### src/rtl/scaled_sample_accumulator.sv
// scaled_sample_accumulator: serial shift-add scaler feeding
// CHANNELS saturating accumulators behind a valid/ready handshake.
module scaled_sample_accumulator #(
  parameter int SAMPLE_WIDTH = 16,
  parameter int DIVISOR_BITS = 7,
  parameter int ACC_WIDTH    = 32,
  parameter int CHANNELS     = 2,
  parameter int CHANNEL_BITS = 1
) (
  input  logic                    i_Clock,
  input  logic                    i_Reset_n,
  input  logic                    i_Clear,
  input  logic                    i_Valid,
  output logic                    o_Ready,
  input  logic [CHANNEL_BITS-1:0] i_Channel,
  input  logic                    i_Subtract,
  input  logic [DIVISOR_BITS-1:0] i_Multiple,
  input  logic [SAMPLE_WIDTH-1:0] i_Sample,
  input  logic [CHANNEL_BITS-1:0] i_Read_Channel,
  output logic [ACC_WIDTH-1:0]    o_Accumulator,
  output logic                    o_Saturated,
  output logic                    o_Done
);

  localparam int PW = SAMPLE_WIDTH + DIVISOR_BITS;
  localparam int SHW = $clog2(DIVISOR_BITS + 1);

  localparam logic [ACC_WIDTH-1:0] ACC_MAX =
    {1'b0, {(ACC_WIDTH-1){1'b1}}};
  localparam logic [ACC_WIDTH-1:0] ACC_MIN =
    {1'b1, {(ACC_WIDTH-1){1'b0}}};

  typedef enum logic {
    IDLE = 1'b0,
    BUSY = 1'b1
  } state_t;

  state_t state_q;
  state_t state_d;

  logic signed [PW-1:0]     sample_q;
  logic signed [PW-1:0]     product_q;
  logic [DIVISOR_BITS-1:0]  remaining_q;
  logic [SHW-1:0]           shift_q;
  logic [CHANNEL_BITS-1:0]  channel_q;
  logic                     subtract_q;

  logic signed [ACC_WIDTH-1:0] acc_q [CHANNELS];
  logic                        sat_q [CHANNELS];

  logic                        accept;
  logic                        step;
  logic                        commit;
  logic                        ch_ok;
  logic                        rd_ok;
  logic signed [PW-1:0]        sample_ext;
  logic signed [ACC_WIDTH-1:0] acc_sel;
  logic signed [ACC_WIDTH:0]   acc_x;
  logic signed [ACC_WIDTH:0]   scaled_x;
  logic signed [ACC_WIDTH:0]   sum_x;
  logic                        ovf;
  logic [ACC_WIDTH-1:0]        acc_new;

  assign o_Ready = (state_q == IDLE);

  assign accept = i_Valid && o_Ready && !i_Clear;
  assign step   = (state_q == BUSY) && (remaining_q != '0);
  assign commit = (state_q == BUSY) && (remaining_q == '0)
                  && !i_Clear;

  assign ch_ok = (32'(channel_q) < CHANNELS);
  assign rd_ok = (32'(i_Read_Channel) < CHANNELS);

  assign sample_ext =
    {{DIVISOR_BITS{i_Sample[SAMPLE_WIDTH-1]}}, i_Sample};

  // State register
  always_ff @(posedge i_Clock or negedge i_Reset_n) begin
    if (!i_Reset_n) begin
      state_q <= IDLE;
    end else begin
      state_q <= state_d;
    end
  end

  // Next-state: clear always returns to idle and drops any work
  always_comb begin
    state_d = state_q;
    if (i_Clear) begin
      state_d = IDLE;
    end else begin
      unique case (state_q)
        IDLE: if (i_Valid) state_d = BUSY;
        BUSY: if (remaining_q == '0) state_d = IDLE;
        default: state_d = IDLE;
      endcase
    end
  end

  // Serial multiplier: one numerator bit per busy cycle
  always_ff @(posedge i_Clock or negedge i_Reset_n) begin
    if (!i_Reset_n) begin
      sample_q    <= '0;
      product_q   <= '0;
      remaining_q <= '0;
      shift_q     <= '0;
      channel_q   <= '0;
      subtract_q  <= 1'b0;
    end else if (accept) begin
      sample_q    <= sample_ext;
      product_q   <= i_Multiple[0] ? sample_ext : '0;
      remaining_q <= i_Multiple >> 1;
      shift_q     <= SHW'(1);
      channel_q   <= i_Channel;
      subtract_q  <= i_Subtract;
    end else if (step && !i_Clear) begin
      if (remaining_q[0]) begin
        product_q <= product_q + (sample_q <<< shift_q);
      end
      remaining_q <= remaining_q >> 1;
      shift_q     <= shift_q + SHW'(1);
    end
  end

  // Floor-scale, add/subtract one bit wider, then clamp
  always_comb begin
    acc_sel = '0;
    if (ch_ok) begin
      acc_sel = acc_q[channel_q];
    end
    acc_x    = {acc_sel[ACC_WIDTH-1], acc_sel};
    scaled_x = (ACC_WIDTH+1)'(product_q >>> DIVISOR_BITS);
    sum_x    = subtract_q ? (acc_x - scaled_x)
                          : (acc_x + scaled_x);
    ovf      = sum_x[ACC_WIDTH] != sum_x[ACC_WIDTH-1];
    acc_new  = sum_x[ACC_WIDTH-1:0];
    if (ovf) begin
      acc_new = sum_x[ACC_WIDTH] ? ACC_MIN : ACC_MAX;
    end
  end

  // Accumulator bank; clear wins over a same-cycle commit
  always_ff @(posedge i_Clock or negedge i_Reset_n) begin
    if (!i_Reset_n) begin
      for (int i = 0; i < CHANNELS; i++) begin
        acc_q[i] <= '0;
        sat_q[i] <= 1'b0;
      end
    end else if (i_Clear) begin
      for (int i = 0; i < CHANNELS; i++) begin
        acc_q[i] <= '0;
        sat_q[i] <= 1'b0;
      end
    end else if (commit && ch_ok) begin
      acc_q[channel_q] <= acc_new;
      if (ovf) begin
        sat_q[channel_q] <= 1'b1;
      end
    end
  end

  // Registered read port and completion pulse
  always_ff @(posedge i_Clock or negedge i_Reset_n) begin
    if (!i_Reset_n) begin
      o_Accumulator <= '0;
      o_Saturated   <= 1'b0;
      o_Done        <= 1'b0;
    end else begin
      o_Accumulator <= rd_ok ? acc_q[i_Read_Channel] : '0;
      o_Saturated   <= rd_ok ? sat_q[i_Read_Channel] : 1'b0;
      o_Done        <= commit;
    end
  end

endmodule

### config.mk
export PLATFORM = sky130hd
export DESIGN_NAME = scaled_sample_accumulator
export DESIGN_NICKNAME = d
export VERILOG_FILES = /design/src/rtl/scaled_sample_accumulator.sv
export SDC_FILE = /design/constraint.sdc
export NUM_CORES = 1
export LEC_CHECK = 0
export CORE_AREA = 3 3 141 143
export DETAILED_ROUTE_END_ITERATION = 10
export DIE_AREA = 0 0 144 146
export PLACE_DENSITY = 0.84
export REMOVE_ABC_BUFFERS = 1
export SYNTH_ARGS = -nofsm -noshare
export SYNTH_HDL_FRONTEND = slang
export SYNTH_SLANG_ARGS = --single-unit
export TNS_END_PERCENT = 20
### constraint.sdc
create_clock -name i_Clock -period 4.1 [get_ports i_Clock]
set_clock_uncertainty 0.05 [all_clocks]
set_input_delay 0.41 -clock i_Clock [delete_from_list [all_inputs] [get_ports i_Clock]]
set_output_delay 0.41 -clock i_Clock [all_outputs]
set_load 0.05 [all_outputs]
Yosys cells after proc, flatten, opt, wreduce, memory -nomap -nowiden. Index checks and enable logic that the tools add are counted.

Bits in registers: 152. Bits of input ports: 30. Output and inout port bits: 35. Word-level logic and storage cells: 77.

Add/sub/neg operators: 4. Order comparisons: 3. Equal/unequal tests: 1. Shifts and indexed selects: 1. Multiplexer cells: 34. Bitwise operators: 4. Reduce and logical (&&, ||, !) cells: 16.

Operators with widths (number): $mux 32 (9); $mux 64 (2); $mux 23 (4); $bwmux 64 (1); $add 32x16->33 (1); $mux 33 (1); $sub 32x16->33 (1); $demux 32 s1 (1); $add 23x23->23 (1); $sshl 16x3->23 (1); $mux 7 (2); $reduce_bool 2->1 (4); $logic_and 1x1->1 (7); $logic_not 7->1 (1); $mux 1 (7); $reduce_bool 7->1 (1); $mux 2 (3); $mux 3 (2); $ge 2x2->1 const B (2); $not 1->2 (2); $reduce_and 2->1 (2); $add 3x1->3 const B (1); $lt 2x1->1 const B (1); $or 2x2->2 (1); other kinds (5) (5).

Logic depth before layout (Yosys ltp).
Depth in word-level cells: 11. Depth in mapped cells: 22. Gate-level depth less buffers: 20.

Least setup slack after synthesis. No wires, ideal clock.

Kind: flip-flop to flip-flop. From: register product_q[17]. To: register sat_q[0] in the netlist's numbering. Library setup time: 139 ps. Data arrival time: 4084 ps. Required time: 3911 ps. Setup slack: -174 ps. Stages on the path, launching flop included: 17. Buffers on the path: 2. Path through: dfrtp_1 > or4_1 > nor4_1 > nand2_1 > ha_1 > inv_1 > o21ai_0 > ha_1 > clkbuf_1 > nand4_1 > a211o_1 > and3b_1 > or3_4 > and3_1 > buf_6 > nor2_1 > o22ai_1.

Longest elaborated chain between the ends: 5.

RTL lines: start, declared (line 42) `logic signed [PW-1:0] product_q;`; start signal, assigned (line 111) `product_q <= i_Multiple[0] ? sample_ext : '0;`; start signal, assigned (line 118) `product_q <= product_q + (sample_q <<< shift_q);`; $add 32x16->33 / $sub 32x16->33 (equally long branches) (line 134, 133); $mux 33 (*) (line 133) `sum_x = subtract_q ? (acc_x - scaled_x)`; $ne 1x1->1 (*) (line 135) `ovf = sum_x[ACC_WIDTH] != sum_x[ACC_WIDTH-1];`; $reduce_bool 2->1 (no line) (*); $reduce_and 2->1 (no line) (*); end signal, assigned by index (line 147) `sat_q[i] <= 1'b0;`; end signal, assigned by index (line 152) `sat_q[i] <= 1'b0;`; end signal, assigned by index (line 157) `sat_q[channel_q] <= 1'b1;`; end, declared (line 49) `logic sat_q [CHANNELS];`.

Every way passes the cells marked *; elsewhere a longest branch is shown, timed or not. A chain may end at the register's enable or synchronous reset.

Worst setup path in the final report.
From: register product_q[14]. To: register acc_q[24] in the netlist's numbering.

Longest elaborated chain between the ends: 7.

RTL lines: $add 32x16->33 / $sub 32x16->33 (equally long branches) (line 134, 133); $mux 33 (*) (line 133); $mux 32 / $ne 1x1->1 (equally long branches) (line 138, 135); $mux 32 (*) (line 137) `if (ovf) begin`; $bwmux 64 (*) (line 155) `acc_q[channel_q] <= acc_new;`; $mux 64 (*) (line 154) `end else if (commit && ch_ok) begin`; $mux 64 (*) (line 149) `end else if (i_Clear) begin`; end signal, assigned by index (line 155); end, declared (line 48) `logic signed [ACC_WIDTH-1:0] acc_q [CHANNELS];`.

Every way passes the cells marked *; elsewhere a longest branch is shown, timed or not. The select of a mux whose other input is x is not followed.

==> qor_table.md <==
| Group | Quantity | Reported |
|---|---|---|
| run status | Result of the run | complete, but fails checks |
| run status | Violations in the final reports | setup timing |
| setup path | Series of cell instances along the critical path | or4_4 > nor4_4 > buf_4 > nand2_4 > buf_6 > a21oi_2 > ha_1 > a21o_1 > o21bai_4 > a311o_1 > a32oi_2 > and4b_1 > nor3_2 > buf_4 > a21oi_4 > buf_6 > buf_8 > nor2_1 > o21ai_1 |
| logic synthesis | Avg Inst Size Synth | 8.63 um^2 |
| timing | Highest achievable clock rate | 0.236 GHz |
| clock network | Clock transition at path regs | 0.06 ns |
| logic synthesis | Register area share after synthesis | 0.369 |
| floorplanning | I/O Pins | 65 |
| floorplanning | Placement Rows | 50 |
| final layout | Final standard cell utilization of the core | 0.676 |
| logic synthesis | Number of different library cells in the post-synthesis netlist | 73 |
| timing | Number of max-slew violations in the final report | 0 |
| hold path | Class of the worst hold path | primary input to asynchronous set/reset pin |
| global route | Number of antenna violations at the first check in global routing | 0 |
| global route | Wire length of the first global-routing pass | 44000 um |
| final layout | Net count reported at finish | 1384 |
| logic synthesis | Flop and latch count out of synthesis | 151 |
| power | Worst IR drop on VDD | 0.457 mV |
| route | Drt first-iter violations | 1085 |
| setup path | Delay contributed by the slowest stage of the critical path | 0.56 ns |
| final layout | Most common cell after layout, fill and taps aside | nand2_1 |
| timing | Worst-margin pin slew | 0.900 ns |
| floorplanning | Die Footprint | 0.0210 mm^2 |
| clock network | CTS sink cnt | 151 |
| final layout | Highest-count cells in the layout ignoring fill and taps | nand2_1 (194), dfrtp_1 (150), nor2_1 (90) |
| place | Post-Place Cell Area | 0.0115 mm^2 |
| logic synthesis | Leading cell types by total area after synthesis | dfrtp_1 (37%), mux2_2 (7.9%), nand2_1 (7.3%), ha_1 (7.1%), o21ai_0 (5.3%) |
| timing | Post-route minimum period | 4.24 ns |
| timing | Final Hold Fails | 0 |
| route | Post-detailed-route DRC marker count | 0 |
| logic synthesis | Fraction of registers with async set or reset after synthesis | 1.00 |
| clock network | TritonCTS clock tree | done |
| route | Total number of vias | 9468 |
| clock network | Maximum root-to-sink buffer count | 2 |
| route | Remaining antenna violation count after routing | 0 |
| final layout | Total non-filler cell area in the finished layout | 0.0126 mm^2 |
| final layout | Number of inserted diodes | 0 |
| floorplanning | Placeable Area | 0.0187 mm^2 |
| final layout | Layout cells sized above 1 | 0.204 |
| route | Avg WL per Cell | 18.3 um |
| setup path | Setup crit end kind | flop |
| timing | Setup repair after global routing missed its margin | yes |
| setup path | Worst Path Required | 4.41 ns |
| power | Net Sw Frac | 0.422 |
| place | HPWL after detailed placement | 18700 um |
| timing | Final number of setup-violating endpoints | 64 |
| power | Logic gate share of total power | 0.572 |
| global route | Global routing usage summed across all routing layers | 0.259 |
| timing | Post-route setup slack | -0.138 ns |
| power | Net switching power figure | 3.45 mW |
| route | TritonRoute pass-1 iters | 7 |
| place | Placer Congestion | 0.966 |
| timing | Setup_tns | -5.09 ns |
| place | Number of port buffers | 64 |
| logic synthesis | EDFF count, synth | 0 |
| setup path | Critical path type | flop to flop |
| power | Power density cells | 647 mW/mm^2 |
| place | Placement Setup Slack | -0.162 ns |
| route | Total Routed Length | 28100 um |
| timing | Slew headroom | 0.399 |
| final layout | Footprint of the multi-input gates | 0.00639 mm^2 |
| power | Part of the total power dissipated in sequential elements | 0.230 |
| clock network | Buffer cell driving the clock tree root | clkbuf_16 |
| global route | Pin count of the biggest net entering global routing | 98 |
| logic synthesis | Leading area contributor after synthesis | dfrtp_1 |
| power | Clock network power share | 0.198 |
| flow run | Max-Cap Viols | 0 |
| power | Static leakage power | 5.80 nW |
| clock network | Count of hold-fix buffers inserted at cts | 0 |
| final layout | Layout overhead on the synthesized area | 23.5% |
| setup path | CP max-delay cell | or4_4 |
| clock network | Clock Latency Late Sink | 0.43 ns |
| logic synthesis | Netlist Area Pre-Place | 0.0102 mm^2 |
| final layout | Filler cells | 1377 |
| clock network | Number of H-tree levels | 4 |
| final layout | Sequential cell area | 0.00378 mm^2 |
| timing | Share of the clock period used by the worst path | 1.03 |
| logic synthesis | Count of warnings emitted by yosys | 0 |
| setup path | Highest net fanout along the worst path | 5 |
| floorplanning | Width of the die | 144 um |
| logic synthesis | Synthesized instance count | 1185 |
| logic synthesis | Share of the synthesized area in the top cell type | 0.369 |
| floorplanning | Effective utilization at floorplan | 0.547 |
| route | Number of vias per cell after detailed routing | 6.15 |
| power | Internal power | 4.73 mW |
| timing | Hold Worst Slack | 0.0171 ns |
| logic synthesis | Commonest register cell after synthesis | dfrtp_1 |
| setup path | Signal arrival time at the worst endpoint | 4.54 ns |
| setup path | Worst setup SP type | flop |
| floorplanning | Chip Height | 146 um |
| clock network | Number of clock buffers inserted by TritonCTS | 17 |
| global route | Grt ovf | 0 |
| global route | Vias in the first global route | 8942 |
final cells by class:
type                    count  area share
multi-input cells         939       0.506
flip-flops and latches    151       0.299
repair buffers            154       0.114
clock buffers              25      0.0416
well taps                 234      0.0232
inverters                  31     0.00921
clock inverters             6     0.00693
critical path: cells and delay by family, from the launching register on:
kind	cells	cell delay, ns
AO/OA/AOI/OAI	7	1.46
adder cells (fa/ha/maj)	1	0.25
flip-flops	1	0.39
buffers and inverters	5	0.77
AND/OR/NAND/NOR	6	1.25
final timing paths:
check	from	endpoint	slack (ns)	depth (start not counted)
max reg2reg	product_q[14]$_DFFE_PN0P_	acc_q[24]$_DFFE_PN0P_	-0.14	19
max in group asynchronous	i_Reset_n	shift_q[1]$_DFFE_PN0P_	2.97	2
max	product_q[14]$_DFFE_PN0P_	acc_q[24]$_DFFE_PN0P_	-0.14	19
min reg2reg	sample_q[10]$_DFFE_PN0P_	sample_q[10]$_DFFE_PN0P_	0.44	2
min	i_Reset_n	o_Accumulator[24]$_DFF_PN0_	0.02	1
min in group i_Clock	sample_q[10]$_DFFE_PN0P_	sample_q[10]$_DFFE_PN0P_	0.44	2
per-layer routing:
layer  part of all wire  track usage  vias up
met4              0.038        0.101        0
met1               0.41        0.346     4473
met5                  0            0        -
met2               0.48        0.416      462
met3              0.073       0.0470       92
li1                   -            -     4441
power groups by stage:
stage                     clock (mW)  sequential [mW]  combinational, mW
after floorplan                    0             1.89               2.95
after global placement             0             1.88               4.00
after detailed placement           0             1.89               4.09
after CTS                       1.63             1.87               4.39
after global routing            1.70             1.91               5.11
final                           1.62             1.89               4.68
state kept, by name, indices dropped and copies added (netlist names):
register / count
remaining_q: 6
subtract_q: 1
state_q: 1
o_Done: 1
sat_q: 2
shift_q: 3
product_q: 23
channel_q: 1
o_Saturated: 1
sample_q: 16
o_Accumulator: 32
acc_q: 64
synth_stat cells, types with 6 or more instances:
library cell  instances
o211ai_1             11
nor2b_1               7
mux2i_1              16
nand4_1               7
clkbuf_1             49
inv_1                31
and2_1                8
mux2_2               72
nor2_1               97
o22ai_1               6
xnor2_1              43
o21bai_1             12
dfrtp_1             151
a31oi_1              25
xor2_1               13
a21o_1               20
ha_1                 58
o21a_1               16
nand2_1             198
and3_1                8
nand2b_1             10
a21oi_1              72
nand3_1              24
a211oi_1              9
nor3_1               23
o21ai_0             108
logic make-up after synthesis:
family                   synth area share
flip-flops                          0.369
multiplexers                       0.0971
AO/OA/AOI/OAI                       0.197
adder cells (fa/ha/maj)            0.0758
AND/OR/NAND/NOR                     0.173
XOR/XNOR                           0.0479
buffers and inverters              0.0391
through the flow:
stage	std cells	power, mW
after floorplan	1121	4.84
after global placement	1490	5.88
after detailed placement	1490	5.97
after CTS	1532	7.88
after global routing	1540	8.72
final	1540	8.18
what timing repair did:
action	in CTS	in global routing
setup buffers	10	9
pin swaps	15	20
gates resized for setup	42	82
setup endpoints to repair	64	68
cloned	2	0
(Power assumes the default switching activity.)
